$ cat src/rtl/sram_backup_pkg.sv
// Shared types and helpers for the SRAM backup controller.
// Latency: n/a (types, constants and a pure function only).
// Backpressure: n/a.
package sram_backup_pkg;

   typedef enum logic [1:0] {IDLE, REQ, XFER, NEXT} state_t;

   localparam int SECTOR_BYTES = 512;

   // Sector count of an image: whole sectors, truncated to size_w bits,
   // never less than one.
   function automatic logic [31:0] sect_count(input logic [31:0] img_size,
                                              input int          size_w);
      logic [31:0] n;
      n = (img_size >> $clog2(SECTOR_BYTES)) & ((32'd1 << size_w) - 32'd1);
      return (n == 32'd0) ? 32'd1 : n;
   endfunction

endpackage

$ cat src/rtl/sram_backup_ctrl_if.sv
// Sector handshake (user_io side) and SDRAM port C strobes of the backup controller.
// Latency: n/a (wires only).
// Backpressure: request level held until sd_ack rises; mem_req is a pulse, no stall.
// master: controller (drives sd_lba/sd_rd/sd_wr/mem_*); slave: user_io + SDRAM side.
interface sram_backup_ctrl_if #(
   parameter int NUM_SLOTS = 2,
   parameter int SIZE_W    = 12
);
   localparam int SLOT_W = (NUM_SLOTS > 1) ? $clog2(NUM_SLOTS) : 1;

   logic [31:0]              sd_lba;
   logic [NUM_SLOTS-1:0]     sd_rd;
   logic [NUM_SLOTS-1:0]     sd_wr;
   logic                     sd_ack;
   logic [8:0]               sd_buff_addr;
   logic                     sd_buff_wr;
   logic                     sd_buff_rd;
   logic                     mem_req;
   logic                     mem_we;
   logic [SLOT_W+SIZE_W+8:0] mem_addr;

   modport master (
      output sd_lba, sd_rd, sd_wr, mem_req, mem_we, mem_addr,
      input  sd_ack, sd_buff_addr, sd_buff_wr, sd_buff_rd
   );

   modport slave (
      input  sd_lba, sd_rd, sd_wr, mem_req, mem_we, mem_addr,
      output sd_ack, sd_buff_addr, sd_buff_wr, sd_buff_rd
   );
endinterface

$ cat src/rtl/sram_backup_ctrl_edge_det.sv
// Registered edge detector; each bit reports its rising edge, or its falling
// edge where FALL_MASK is set. Latency: edge flagged in the cycle the input changes.
// Backpressure: none. Ports: clk, rst_n (async low), din[W], edge_o[W].
module edge_det #(
   parameter int           W         = 1,
   parameter logic [W-1:0] FALL_MASK = '0
) (
   input  logic         clk,
   input  logic         rst_n,
   input  logic [W-1:0] din,
   output logic [W-1:0] edge_o
);
   logic [W-1:0] din_q, din_d;

   always_comb din_d = din;

   always_ff @(posedge clk or negedge rst_n) begin
      if (!rst_n) din_q <= '0;
      else        din_q <= din_d;
   end

   always_comb begin
      edge_o = '0;
      for (int i = 0; i < W; i++)
         edge_o[i] = FALL_MASK[i] ? (din_q[i] & ~din[i]) : (din[i] & ~din_q[i]);
   end
endmodule

$ cat src/rtl/sram_backup_ctrl.sv
// Moves battery-backed save RAM between SDRAM and up to NUM_SLOTS SD images, sector by sector.
// Latency: sd_buff_* strobe -> mem_req one cycle; transfer starts one cycle after its trigger edge.
// Backpressure: sd_rd/sd_wr held until sd_ack rises; a watchdog aborts a stalled sd_ack.
// Ports: clk, reset_n; mount/download/save/dirty controls; bus (sd_* + mem_*); ena/busy/dirty/error status.
module sram_backup_ctrl
   import sram_backup_pkg::*;
#(
   parameter int          NUM_SLOTS    = 2,
   parameter int          SIZE_W       = 12,
   parameter logic [31:0] AUTOSAVE_CYC = 32'd21_000_000,
   parameter logic [23:0] ACK_TIMEOUT  = 24'hFFFFFF,
   localparam int         SLOT_W       = (NUM_SLOTS > 1) ? $clog2(NUM_SLOTS) : 1
) (
   input  logic                 clk,
   input  logic                 reset_n,
   input  logic [NUM_SLOTS-1:0] img_mounted,
   input  logic [31:0]          img_size,
   input  logic                 downloading,
   input  logic                 save_req,
   input  logic [SLOT_W-1:0]    slot_sel,
   input  logic                 dirty_set,
   sram_backup_ctrl_if.master   bus,
   output logic [NUM_SLOTS-1:0] ena,
   output logic                 busy,
   output logic                 dirty,
   output logic                 error
);
   logic [NUM_SLOTS-1:0] mnt_rise;
   logic                 save_rise, dl_rise;
   logic [1:0]           ack_edge;   // [1] fall, [0] rise

   edge_det #(.W(NUM_SLOTS)) u_mnt (.clk(clk), .rst_n(reset_n), .din(img_mounted), .edge_o(mnt_rise));
   edge_det #(.W(1)) u_save (.clk(clk), .rst_n(reset_n), .din(save_req),    .edge_o(save_rise));
   edge_det #(.W(1)) u_dl   (.clk(clk), .rst_n(reset_n), .din(downloading), .edge_o(dl_rise));
   edge_det #(.W(2), .FALL_MASK(2'b10)) u_ack (.clk(clk), .rst_n(reset_n),
                                               .din({bus.sd_ack, bus.sd_ack}), .edge_o(ack_edge));

   state_t                          state_q, state_d;
   logic [SLOT_W-1:0]               slot_q, slot_d;
   logic                            save_q, save_d;
   logic [SIZE_W-1:0]               sector_q, sector_d;
   logic [SIZE_W-1:0]               cur_nsect_q, cur_nsect_d;
   logic [NUM_SLOTS-1:0]            ena_q, ena_d;
   logic [NUM_SLOTS-1:0]            pend_q, pend_d;
   logic [NUM_SLOTS-1:0][SIZE_W-1:0] nsect_q, nsect_d;
   logic                            dirty_q, dirty_d;
   logic                            redirty_q, redirty_d;   // dirty_set seen since the save began
   logic                            error_q, error_d;
   logic [31:0]                     idle_q, idle_d;
   logic [23:0]                     wdog_q, wdog_d;
   logic                            mem_req_q, mem_req_d;
   logic                            mem_we_q, mem_we_d;
   logic [SLOT_W+SIZE_W+8:0]        mem_addr_q, mem_addr_d;

   logic              load_hit, save_go, ack_any;
   logic [SLOT_W-1:0] load_slot;

   always_comb begin
      state_d     = state_q;
      slot_d      = slot_q;
      save_d      = save_q;
      sector_d    = sector_q;
      cur_nsect_d = cur_nsect_q;
      ena_d       = ena_q;
      pend_d      = pend_q;
      nsect_d     = nsect_q;
      dirty_d     = dirty_q;
      redirty_d   = redirty_q;
      error_d     = error_q;
      idle_d      = idle_q;
      wdog_d      = '0;
      mem_req_d   = 1'b0;
      mem_we_d    = mem_we_q;
      mem_addr_d  = mem_addr_q;
      ack_any     = ack_edge[0] | ack_edge[1];

      // Lowest pending slot wins: scan from the top so the last hit is the lowest.
      load_hit  = 1'b0;
      load_slot = '0;
      for (int k = NUM_SLOTS - 1; k >= 0; k--) begin
         if (pend_q[k]) begin
            load_hit  = 1'b1;
            load_slot = SLOT_W'(k);
         end
      end

      save_go = (save_rise || (dirty_q && (AUTOSAVE_CYC != 32'd0) && (idle_q == AUTOSAVE_CYC)))
                && ena_q[slot_sel];

      if (dirty_set)
         idle_d = '0;
      else if (dirty_q && (state_q == IDLE) && (idle_q != '1))
         idle_d = idle_q + 32'd1;

      case (state_q)
         IDLE: begin
            if (load_hit || save_go) begin
               state_d  = REQ;
               sector_d = '0;
               error_d  = 1'b0;
               if (load_hit) begin
                  slot_d            = load_slot;
                  save_d            = 1'b0;
                  pend_d[load_slot] = 1'b0;
                  cur_nsect_d       = nsect_q[load_slot];
               end else begin
                  slot_d      = slot_sel;
                  save_d      = 1'b1;
                  redirty_d   = 1'b0;
                  cur_nsect_d = nsect_q[slot_sel];
               end
            end
         end
         REQ, XFER: begin
            if ((state_q == REQ) && ack_edge[0]) begin
               state_d = XFER;
            end else if ((state_q == XFER) && ack_edge[1]) begin
               state_d = NEXT;
            end else if (!ack_any) begin
               if (wdog_q == ACK_TIMEOUT - 24'd1) begin
                  state_d = IDLE;
                  error_d = 1'b1;
               end else begin
                  wdog_d = wdog_q + 24'd1;
               end
            end
         end
         NEXT: begin
            if (sector_q == cur_nsect_q - 1'b1) begin
               state_d = IDLE;
               if (save_q) dirty_d = redirty_q;
            end else begin
               sector_d = sector_q + 1'b1;
               state_d  = REQ;
            end
         end
         default: state_d = IDLE;
      endcase

      if ((state_q != IDLE) && (bus.sd_buff_wr || bus.sd_buff_rd)) begin
         mem_req_d  = 1'b1;
         mem_we_d   = bus.sd_buff_wr;
         mem_addr_d = {slot_q, sector_q, bus.sd_buff_addr};
      end

      if (dirty_set) begin
         dirty_d   = 1'b1;
         redirty_d = 1'b1;
      end

      // A remount of the active slot re-queues it; the running transfer keeps cur_nsect.
      for (int k = 0; k < NUM_SLOTS; k++) begin
         if (mnt_rise[k]) begin
            if (img_size != 32'd0) begin
               ena_d[k]   = 1'b1;
               pend_d[k]  = 1'b1;
               nsect_d[k] = SIZE_W'(sect_count(img_size, SIZE_W));
            end else begin
               ena_d[k]  = 1'b0;
               pend_d[k] = 1'b0;
            end
         end
      end

      if (dl_rise) begin
         ena_d   = '0;
         pend_d  = '0;
         dirty_d = 1'b0;
      end
   end

   always_ff @(posedge clk or negedge reset_n) begin
      if (!reset_n) begin
         state_q     <= IDLE;
         slot_q      <= '0;
         save_q      <= 1'b0;
         sector_q    <= '0;
         cur_nsect_q <= '0;
         ena_q       <= '0;
         pend_q      <= '0;
         nsect_q     <= '0;
         dirty_q     <= 1'b0;
         redirty_q   <= 1'b0;
         error_q     <= 1'b0;
         idle_q      <= '0;
         wdog_q      <= '0;
         mem_req_q   <= 1'b0;
         mem_we_q    <= 1'b0;
         mem_addr_q  <= '0;
      end else begin
         state_q     <= state_d;
         slot_q      <= slot_d;
         save_q      <= save_d;
         sector_q    <= sector_d;
         cur_nsect_q <= cur_nsect_d;
         ena_q       <= ena_d;
         pend_q      <= pend_d;
         nsect_q     <= nsect_d;
         dirty_q     <= dirty_d;
         redirty_q   <= redirty_d;
         error_q     <= error_d;
         idle_q      <= idle_d;
         wdog_q      <= wdog_d;
         mem_req_q   <= mem_req_d;
         mem_we_q    <= mem_we_d;
         mem_addr_q  <= mem_addr_d;
      end
   end

   assign bus.sd_rd    = ((state_q == REQ) && !save_q) ? (NUM_SLOTS'(1) << slot_q) : '0;
   assign bus.sd_wr    = ((state_q == REQ) &&  save_q) ? (NUM_SLOTS'(1) << slot_q) : '0;
   assign bus.sd_lba   = {{(32 - SIZE_W){1'b0}}, sector_q};
   assign bus.mem_req  = mem_req_q;
   assign bus.mem_we   = mem_we_q;
   assign bus.mem_addr = mem_addr_q;
   assign ena          = ena_q;
   assign busy         = (state_q != IDLE);
   assign dirty        = dirty_q;
   assign error        = error_q;
endmodule

$ cat src/flat_wrapper.sv
// flat-port wrapper written by rule: the top's interface ports become plain ports
module sram_backup_ctrl_flat import sram_backup_pkg::*;
#(
   parameter int          NUM_SLOTS    = 2,
   parameter int          SIZE_W       = 12,
   parameter logic [31:0] AUTOSAVE_CYC = 32'd21_000_000,
   parameter logic [23:0] ACK_TIMEOUT  = 24'hFFFFFF,
   localparam int         SLOT_W       = (NUM_SLOTS > 1) ? $clog2(NUM_SLOTS) : 1
)
  (clk, reset_n, img_mounted, img_size, downloading, save_req, slot_sel, dirty_set, ena, busy, dirty, error, bus_sd_lba, bus_sd_rd, bus_sd_wr, bus_mem_req, bus_mem_we, bus_mem_addr, bus_sd_ack, bus_sd_buff_addr, bus_sd_buff_wr, bus_sd_buff_rd);
  sram_backup_ctrl_if #(.NUM_SLOTS(NUM_SLOTS), .SIZE_W(SIZE_W)) bus_i ();
  input  logic clk;
  input  logic reset_n;
  input  logic [NUM_SLOTS-1:0] img_mounted;
  input  logic [31:0] img_size;
  input  logic downloading;
  input  logic save_req;
  input  logic [SLOT_W-1:0] slot_sel;
  input  logic dirty_set;
  output logic [NUM_SLOTS-1:0] ena;
  output logic busy;
  output logic dirty;
  output logic error;
  output wire logic [$bits(bus_i.sd_lba)-1:0] bus_sd_lba;
  output wire logic [$bits(bus_i.sd_rd)-1:0] bus_sd_rd;
  output wire logic [$bits(bus_i.sd_wr)-1:0] bus_sd_wr;
  output wire logic [$bits(bus_i.mem_req)-1:0] bus_mem_req;
  output wire logic [$bits(bus_i.mem_we)-1:0] bus_mem_we;
  output wire logic [$bits(bus_i.mem_addr)-1:0] bus_mem_addr;
  input wire logic [$bits(bus_i.sd_ack)-1:0] bus_sd_ack;
  input wire logic [$bits(bus_i.sd_buff_addr)-1:0] bus_sd_buff_addr;
  input wire logic [$bits(bus_i.sd_buff_wr)-1:0] bus_sd_buff_wr;
  input wire logic [$bits(bus_i.sd_buff_rd)-1:0] bus_sd_buff_rd;
  assign bus_sd_lba = bus_i.sd_lba;
  assign bus_sd_rd = bus_i.sd_rd;
  assign bus_sd_wr = bus_i.sd_wr;
  assign bus_mem_req = bus_i.mem_req;
  assign bus_mem_we = bus_i.mem_we;
  assign bus_mem_addr = bus_i.mem_addr;
  assign bus_i.sd_ack = bus_sd_ack;
  assign bus_i.sd_buff_addr = bus_sd_buff_addr;
  assign bus_i.sd_buff_wr = bus_sd_buff_wr;
  assign bus_i.sd_buff_rd = bus_sd_buff_rd;
  sram_backup_ctrl #(.NUM_SLOTS(NUM_SLOTS), .SIZE_W(SIZE_W), .AUTOSAVE_CYC(AUTOSAVE_CYC), .ACK_TIMEOUT(ACK_TIMEOUT)) u_core (.clk(clk), .reset_n(reset_n), .img_mounted(img_mounted), .img_size(img_size), .downloading(downloading), .save_req(save_req), .slot_sel(slot_sel), .dirty_set(dirty_set), .bus(bus_i), .ena(ena), .busy(busy), .dirty(dirty), .error(error));
endmodule
$ cat config.mk
export PLATFORM = sky130hd
export DESIGN_NAME = sram_backup_ctrl_flat
export DESIGN_NICKNAME = d
export VERILOG_FILES = /design/src/rtl/sram_backup_pkg.sv /design/src/rtl/sram_backup_ctrl_if.sv /design/src/rtl/sram_backup_ctrl_edge_det.sv /design/src/rtl/sram_backup_ctrl.sv /design/src/flat_wrapper.sv
export SDC_FILE = /design/constraint.sdc
export NUM_CORES = 1
export LEC_CHECK = 0
export CORE_AREA = 10 10 147 149
export CTS_BUF_LIST = sky130_fd_sc_hd__clkbuf_2
export DETAILED_ROUTE_END_ITERATION = 8
export DIE_AREA = 0 0 157 159
export HOLD_SLACK_MARGIN = 0.06
export SYNTH_ARGS = -nofsm -noshare
export SYNTH_HDL_FRONTEND = slang
export SYNTH_HIERARCHICAL = 1
export SYNTH_SLANG_ARGS = --single-unit
$ cat constraint.sdc
create_clock -name clk -period 2.4 [get_ports clk]
set_input_delay 0.36 -clock clk [delete_from_list [all_inputs] [get_ports clk]]
set_output_delay 0.36 -clock clk [all_outputs]
set_load 0.01 [all_outputs]
# == Word-level counts from Yosys, hierarchy flattened ==
# Cells that the tools add are included.
# word_totals
register_bits,144
inputBits,52
wordCells,167
# op_classes
magnitude_cmp,3
shifts,1
n_bitwise,15
n_eq_ne,16
n_mux,60
addsub,4
n_reduce_logical,45
# ops
operator,count
24-bit 2-to-1 mux,5
12-bit 2-to-1 mux,8
32-bit 2-to-1 mux,2
"32-bit by 1-bit adder with 32-bit output, second input constant",1
"32-bit by 25-bit equality test with 1-bit output, second input constant",1
32-bit logical NOT,1
"32-bit != test, second input constant",1
32-bit nonzero test,1
1-bit 2-to-1 mux,29
3-bit nonzero test,9
"24-bit by 1-bit adder with 24-bit output, second input constant",1
"24-bit equality test, second input constant",1
2-bit 2-to-1 mux,12
12-bit one-hot mux with 2 select lines,1
3-bit AND reduction,6
2-bit nonzero test,8
"12-bit by 1-bit adder with 12-bit output, second input constant",1
12-bit equality test,1
"2-bit != test, second input constant",6
"12-bit by 1-bit subtractor with 12-bit output, second input constant",1
1-bit logical AND,10
1-bit bitwise AND,6
1-bit NOT,6
2-bit one-hot mux with 3 select lines,1
19 further kinds,25

# == Longest topological paths before layout ==
# depth
ltp_word,13
ltp_mapped,10
mapped_depth_nobuf,9

# == Cells and area by module ==
# The synthesis kept the hierarchy.
# modules_own_cells
mod,cells_per_inst,n_inst,seq_area_each_um2,area_per_inst_um2
sram_backup_ctrl,768,1,3478.3,7130.6
edge_det at u_core.u_ack ...,4,2,50.0,77.6
edge_det at u_core.u_dl ...,2,2,25.0,38.8

# == Worst setup path before layout ==
# No wires, ideal clock.
# synth_timing
kind,flip-flop to flip-flop
start,register u_core.cur_nsect_q[0]
end,register u_core.sector_q[0]
slack_ns,-0.078
period_less_slack_ns,2.478
t_required_ns,2.275
stages_incl_launch_ff,10
arrival_time_ns,2.353
path_cell_list,dfrtp_1 > inv_1 > ha_1 > or3b_2 > or4_1 > o211a_2 > nand2_2 > nand4_4 > nand2_1 > mux2_2
# synth_between
elab_chain_len,4
# synth_lines
element,line,text
"start, declared",sram_backup_ctrl.sv:42,"logic [SIZE_W-1:0] cur_nsect_q, cur_nsect_d;"
"start signal, assigned",sram_backup_ctrl.sv:195,cur_nsect_q <= cur_nsect_d;
12-bit by 1-bit subtractor with 12-bit output,sram_backup_ctrl.sv:129,if (sector_q == cur_nsect_q - 1'b1) begin
12-bit equality test,sram_backup_ctrl.sv:129,
2-bit != test (no source line),--,
3-bit AND reduction (no source line),--,
"end signal, assigned",sram_backup_ctrl.sv:194,sector_q <= sector_d;
"end, declared",sram_backup_ctrl.sv:41,"logic [SIZE_W-1:0] sector_q, sector_d;"
# No other way between the ends.
# A chain may end at the register's enable or synchronous reset.

# == Final worst setup path ==
# layout_timing
start,register u_core.cur_nsect_q[0]
end,register u_core.sector_q[2]
# The elaborated chain is that of the path after synthesis.

==> summary.txt <==
Outcome
  – Outcome: finished with violations
  – Violated checks: setup timing

Timing
  – Final setup violation count: 9
  – Post-layout min period: ~2.5 ns
  – Hold Vio Cnt, Final: 0
  – Max_slew headroom: a little under two thirds
  – Unrepaired setup endpoints after global routing: true
  – F_max: 405.1 MHz
  – Tightest Pin Transition: approximately 0.55 ns
  – Final Cycle Share: 102.9%
  – Worst Slack Setup Final: -0.06846 ns
  – Max Slew Vio Count: 0
  – Worst-case clock skew: ~0.039 ns

Pwr
  – Worst vdd rail ir drop: roughly 0.44 mV
  – Power Density: just under 800 nW/um^2
  – Leak: ~0.0041 uW

Drt
  – Detailed-route wire length on metal 1: 8949 microns
  – DR vias: ~6000
  – Length of routed met2 wiring: around 7500 microns
  – Detailed route wirelength on metal3: 1213 microns
  – Vias per std cell: ~5
  – WL per Instance: 15.00 microns
  – DR pass1 iterations: 4
  – First DRT Iteration DRCs: approximately 270
  – Remaining routing DRC violations: 0
  – DR top layer: met4
  – Antenna Violating Nets Remaining: 0
  – Wirelength, routed: around 18000 microns

Final layout
  – Most common cell after layout, fill and taps aside: sky130_fd_sc_hd__dfrtp_1
  – Number of nets at the end of the flow: ~1000
  – Layout cell share with drive strength beyond 1: between 10% and 20%
  – Final Cell Area: ~9500 sq um
  – Most frequent cells in the layout: 145 x sky130_fd_sc_hd__dfrtp_1, 126 x sky130_fd_sc_hd__nand2_1, 90 x sky130_fd_sc_hd__clkdlybuf4s50_1, 77 x sky130_fd_sc_hd__nor2_1, 58 x sky130_fd_sc_hd__buf_4
  – Number of inserted filler cells in the final layout: 1757
  – Fraction of the core area covered by cells at the end of the flow: just over 50%
  – Relative area change from synthesis to final layout: 29.06%

Floorplanning
  – Overall die width: 157 microns
  – Die ar.: 24960 sq um
  – Core area: roughly 19000 sq um
  – Number of top-level pins: 117
  – Starting Density: 39.63%
  – Die H: between 150 and 200 microns
  – Rows: 50

Synth
  – Gate count of the mapped netlist: 780
  – Share of Yosys cell area claimed by the top area cell type: around 49%
  – Async SR Flop Fraction: 100.0%
  – Commonest register cell after synthesis: sky130_fd_sc_hd__dfrtp_1
  – Distinct cell type count of the synthesized netlist: 62
  – Count of yosys warnings during synthesis: 6
  – Cell types occupying the most area after synthesis: sky130_fd_sc_hd__dfrtp_1 49%, sky130_fd_sc_hd__nand2_1 6.5%, sky130_fd_sc_hd__nor2_1 3.9%
  – Syn avg cell area: around 9.4 sq um
  – Post-Synthesis Cell Area: roughly 7400 sq um
  – EDFF count, synth: 0
  – Sequential share of the synthesized area: between 40% and 50%
  – Yosys reg bits: 145
  – Cell type with the largest total area after synthesis: sky130_fd_sc_hd__dfrtp_1

Placement
  – Port Buffers: 96
  – Post-detail-place hpwl: ~13000 microns
  – Dpl cell area: roughly 9000 sq um
  – Weighted congestion at the end of routability-driven global placement: a little over 0.8

Clock tree
  – CTS H-tree depth: 4
  – Sinks on Clock Net: 145
  – Clock insertion delay at the later pin of the skew report: 0.73 ns
  – Clk pin slew, worst setup/hold paths: about 0.22 ns
  – Inserted Clock Buffers: 17
  – Number of buffers on the longest clock path: 2
  – CTS root buffer: sky130_fd_sc_hd__clkbuf_2
  – Clock tree from TritonCTS: built

Worst setup path
  – CP Data Arrival Time: 3.13 ns
  – Kind of end point of the critical path: flip-flop
  – Reg2Reg Launch Point: u_core/cur_nsect_q[0]$_DFFE_PN0P_
  – Worst EP required: 3.07 ns
  – Type of origin of the critical path: flip-flop
  – Setup slack, reg-to-reg: -0.07 ns
  – R2r endpoint: u_core/sector_q[2]$_DFFE_PN0P_
  – CP Launch Point: u_core/cur_nsect_q[0]$_DFFE_PN0P_
  – R2R depth: 10
  – Start-to-end type of the worst setup path: flip-flop to flip-flop
  – Maximum net fanout on the critical path: 7

Hold path
  – Kind of path behind the tightest hold check: primary input to async pin

Global route
  – Gr usage total: between 10 and 15%
  – Number of global-route vias before repair: ~5900
  – Grt total ovfl: 0
  – Largest net degree at the start of global routing: between 50 and 60
  – Wire length of the first global-routing pass: approximately 29000 microns
  – Number of antenna violations at the first check in global routing: 1

Flow run
  – Max-cap violations: 0
state kept, by name (all words and copies together) (netlist names), 2 cells and up:
register and cells:
u_core/nsect_q 24, u_core/bus.mem_addr 22, u_core/u_mnt/din_q 2, u_core/pend_q 2
u_core/idle_q 32, u_core/sector_q 12, u_core/wdog_q 24, u_core/u_ack/din_q 2
u_core/cur_nsect_q 12, u_core/state_q 2, u_core/ena 2
stage by stage:
stage	power (uW)	worst slack (ns)	setup TNS, ns	hold WS [ns]	cells
global route	7886	-0.1154	-1.090	0.06998	1194
detailed placement	5787	-0.06859	-0.2215	0.3734	1151
CTS	7334	-0.07070	-0.4195	0.06261	1189
global placement	5758	-0.01567	-0.02857	0.3760	1151
finish	7381	-0.06846	-0.4091	0.1344	1194
floorplan	4568	0.02089	0	0.06441	799
power by group:
part	leakage [uW]	switching (uW)	total [uW]	internal, uW
combinational	0.00210	1520	2970	1450
clock	0.000132	916	1390	475
sequential	0.00191	239	3020	2780
area by class of cell:
class / instances / area [sq um] / area share [%]
diodes: 1 / 2.502 / 0.02633
clock buffers: 18 / 90.09 / 0.9480
clock inverters: 14 / 138.9 / 1.461
inverters: 36 / 137.6 / 1.448
multi-input cells: 576 / 3613 / 38.03
flip-flops and latches: 145 / 3628 / 38.18
well taps: 234 / 292.8 / 3.081
repair buffers: 170 / 1599 / 16.83
Yosys cell counts, types with 6 or more instances:
cell,number
sky130_fd_sc_hd__a21o_1,8
sky130_fd_sc_hd__a21oi_1,25
sky130_fd_sc_hd__and3_1,12
sky130_fd_sc_hd__and4_1,7
sky130_fd_sc_hd__buf_4,20
sky130_fd_sc_hd__clkbuf_1,17
sky130_fd_sc_hd__dfrtp_1,145
sky130_fd_sc_hd__ha_1,10
sky130_fd_sc_hd__inv_1,36
sky130_fd_sc_hd__mux2_2,17
sky130_fd_sc_hd__mux2i_1,14
sky130_fd_sc_hd__nand2_1,127
sky130_fd_sc_hd__nand3_1,31
sky130_fd_sc_hd__nand4_1,21
sky130_fd_sc_hd__nor2_1,77
sky130_fd_sc_hd__nor2b_4,6
sky130_fd_sc_hd__nor3_1,17
sky130_fd_sc_hd__nor4_1,17
sky130_fd_sc_hd__o21ai_0,37
sky130_fd_sc_hd__or3_1,13
sky130_fd_sc_hd__or4_1,6
sky130_fd_sc_hd__xnor2_1,32
sky130_fd_sc_hd__xor2_1,22
how the worst max path moves through the flow:
stage	to	slack (ns)	cells past startpoint
finish	u_core/sector_q[2]$_DFFE_PN0P_	-0.07	10
global route	u_core/sector_q[3]$_DFFE_PN0P_	-0.12	10
CTS	u_core/sector_q[2]$_DFFE_PN0P_	-0.07	10
detailed placement	u_core/sector_q[6]$_DFFE_PN0P_	-0.07	8
global placement	u_core/sector_q[6]$_DFFE_PN0P_	-0.02	8
floorplan	u_core/sector_q[0]$_DFFE_PN0P_	0.02	9
repair_timing:
action / 4_1_cts / 5_1_grt
gates resized for setup: 26 / 28
pin swaps: 8 / 8
buffers inserted: 1 / 4
hold buffers: 5 / 0
hold endpoints to repair: 149 / 0
endpoints found under the setup margin: 16 / 47
critical path, stage by stage, from the launching register on:
cell and delay (ns):
sky130_fd_sc_hd__dfrtp_1 0.43, sky130_fd_sc_hd__inv_2 0.07, sky130_fd_sc_hd__ha_4 0.14, sky130_fd_sc_hd__or3b_4 0.40
sky130_fd_sc_hd__or4_4 0.49, sky130_fd_sc_hd__o211a_4 0.16, sky130_fd_sc_hd__nand2_4 0.08, sky130_fd_sc_hd__nand4_4 0.18
sky130_fd_sc_hd__buf_6 0.20, sky130_fd_sc_hd__a21o_1 0.16, sky130_fd_sc_hd__a21oi_2 0.11
cell families (layout without fill, tap and decap cells):
logic type,after synthesis,after routing,share of synthesized area (%)
AO/OA/AOI/OAI,100,100,8.428
XOR/XNOR,54,54,6.423
adder cells (fa/ha/maj),10,10,1.699
buffers and inverters,78,238,5.047
flip-flops,145,145,49.28
multiplexers,31,31,4.503
other,1,21,0.05093
AND/OR/NAND/NOR,361,361,24.57
per-layer routing:
layer	GRT usage [%]	up-vias
met3	4.290	12
met5	0	-
li1	-	2981
met1	20.19	2871
met2	20.16	161
met4	4.592	0
Note: power is estimated with default switching activity, not from simulation.
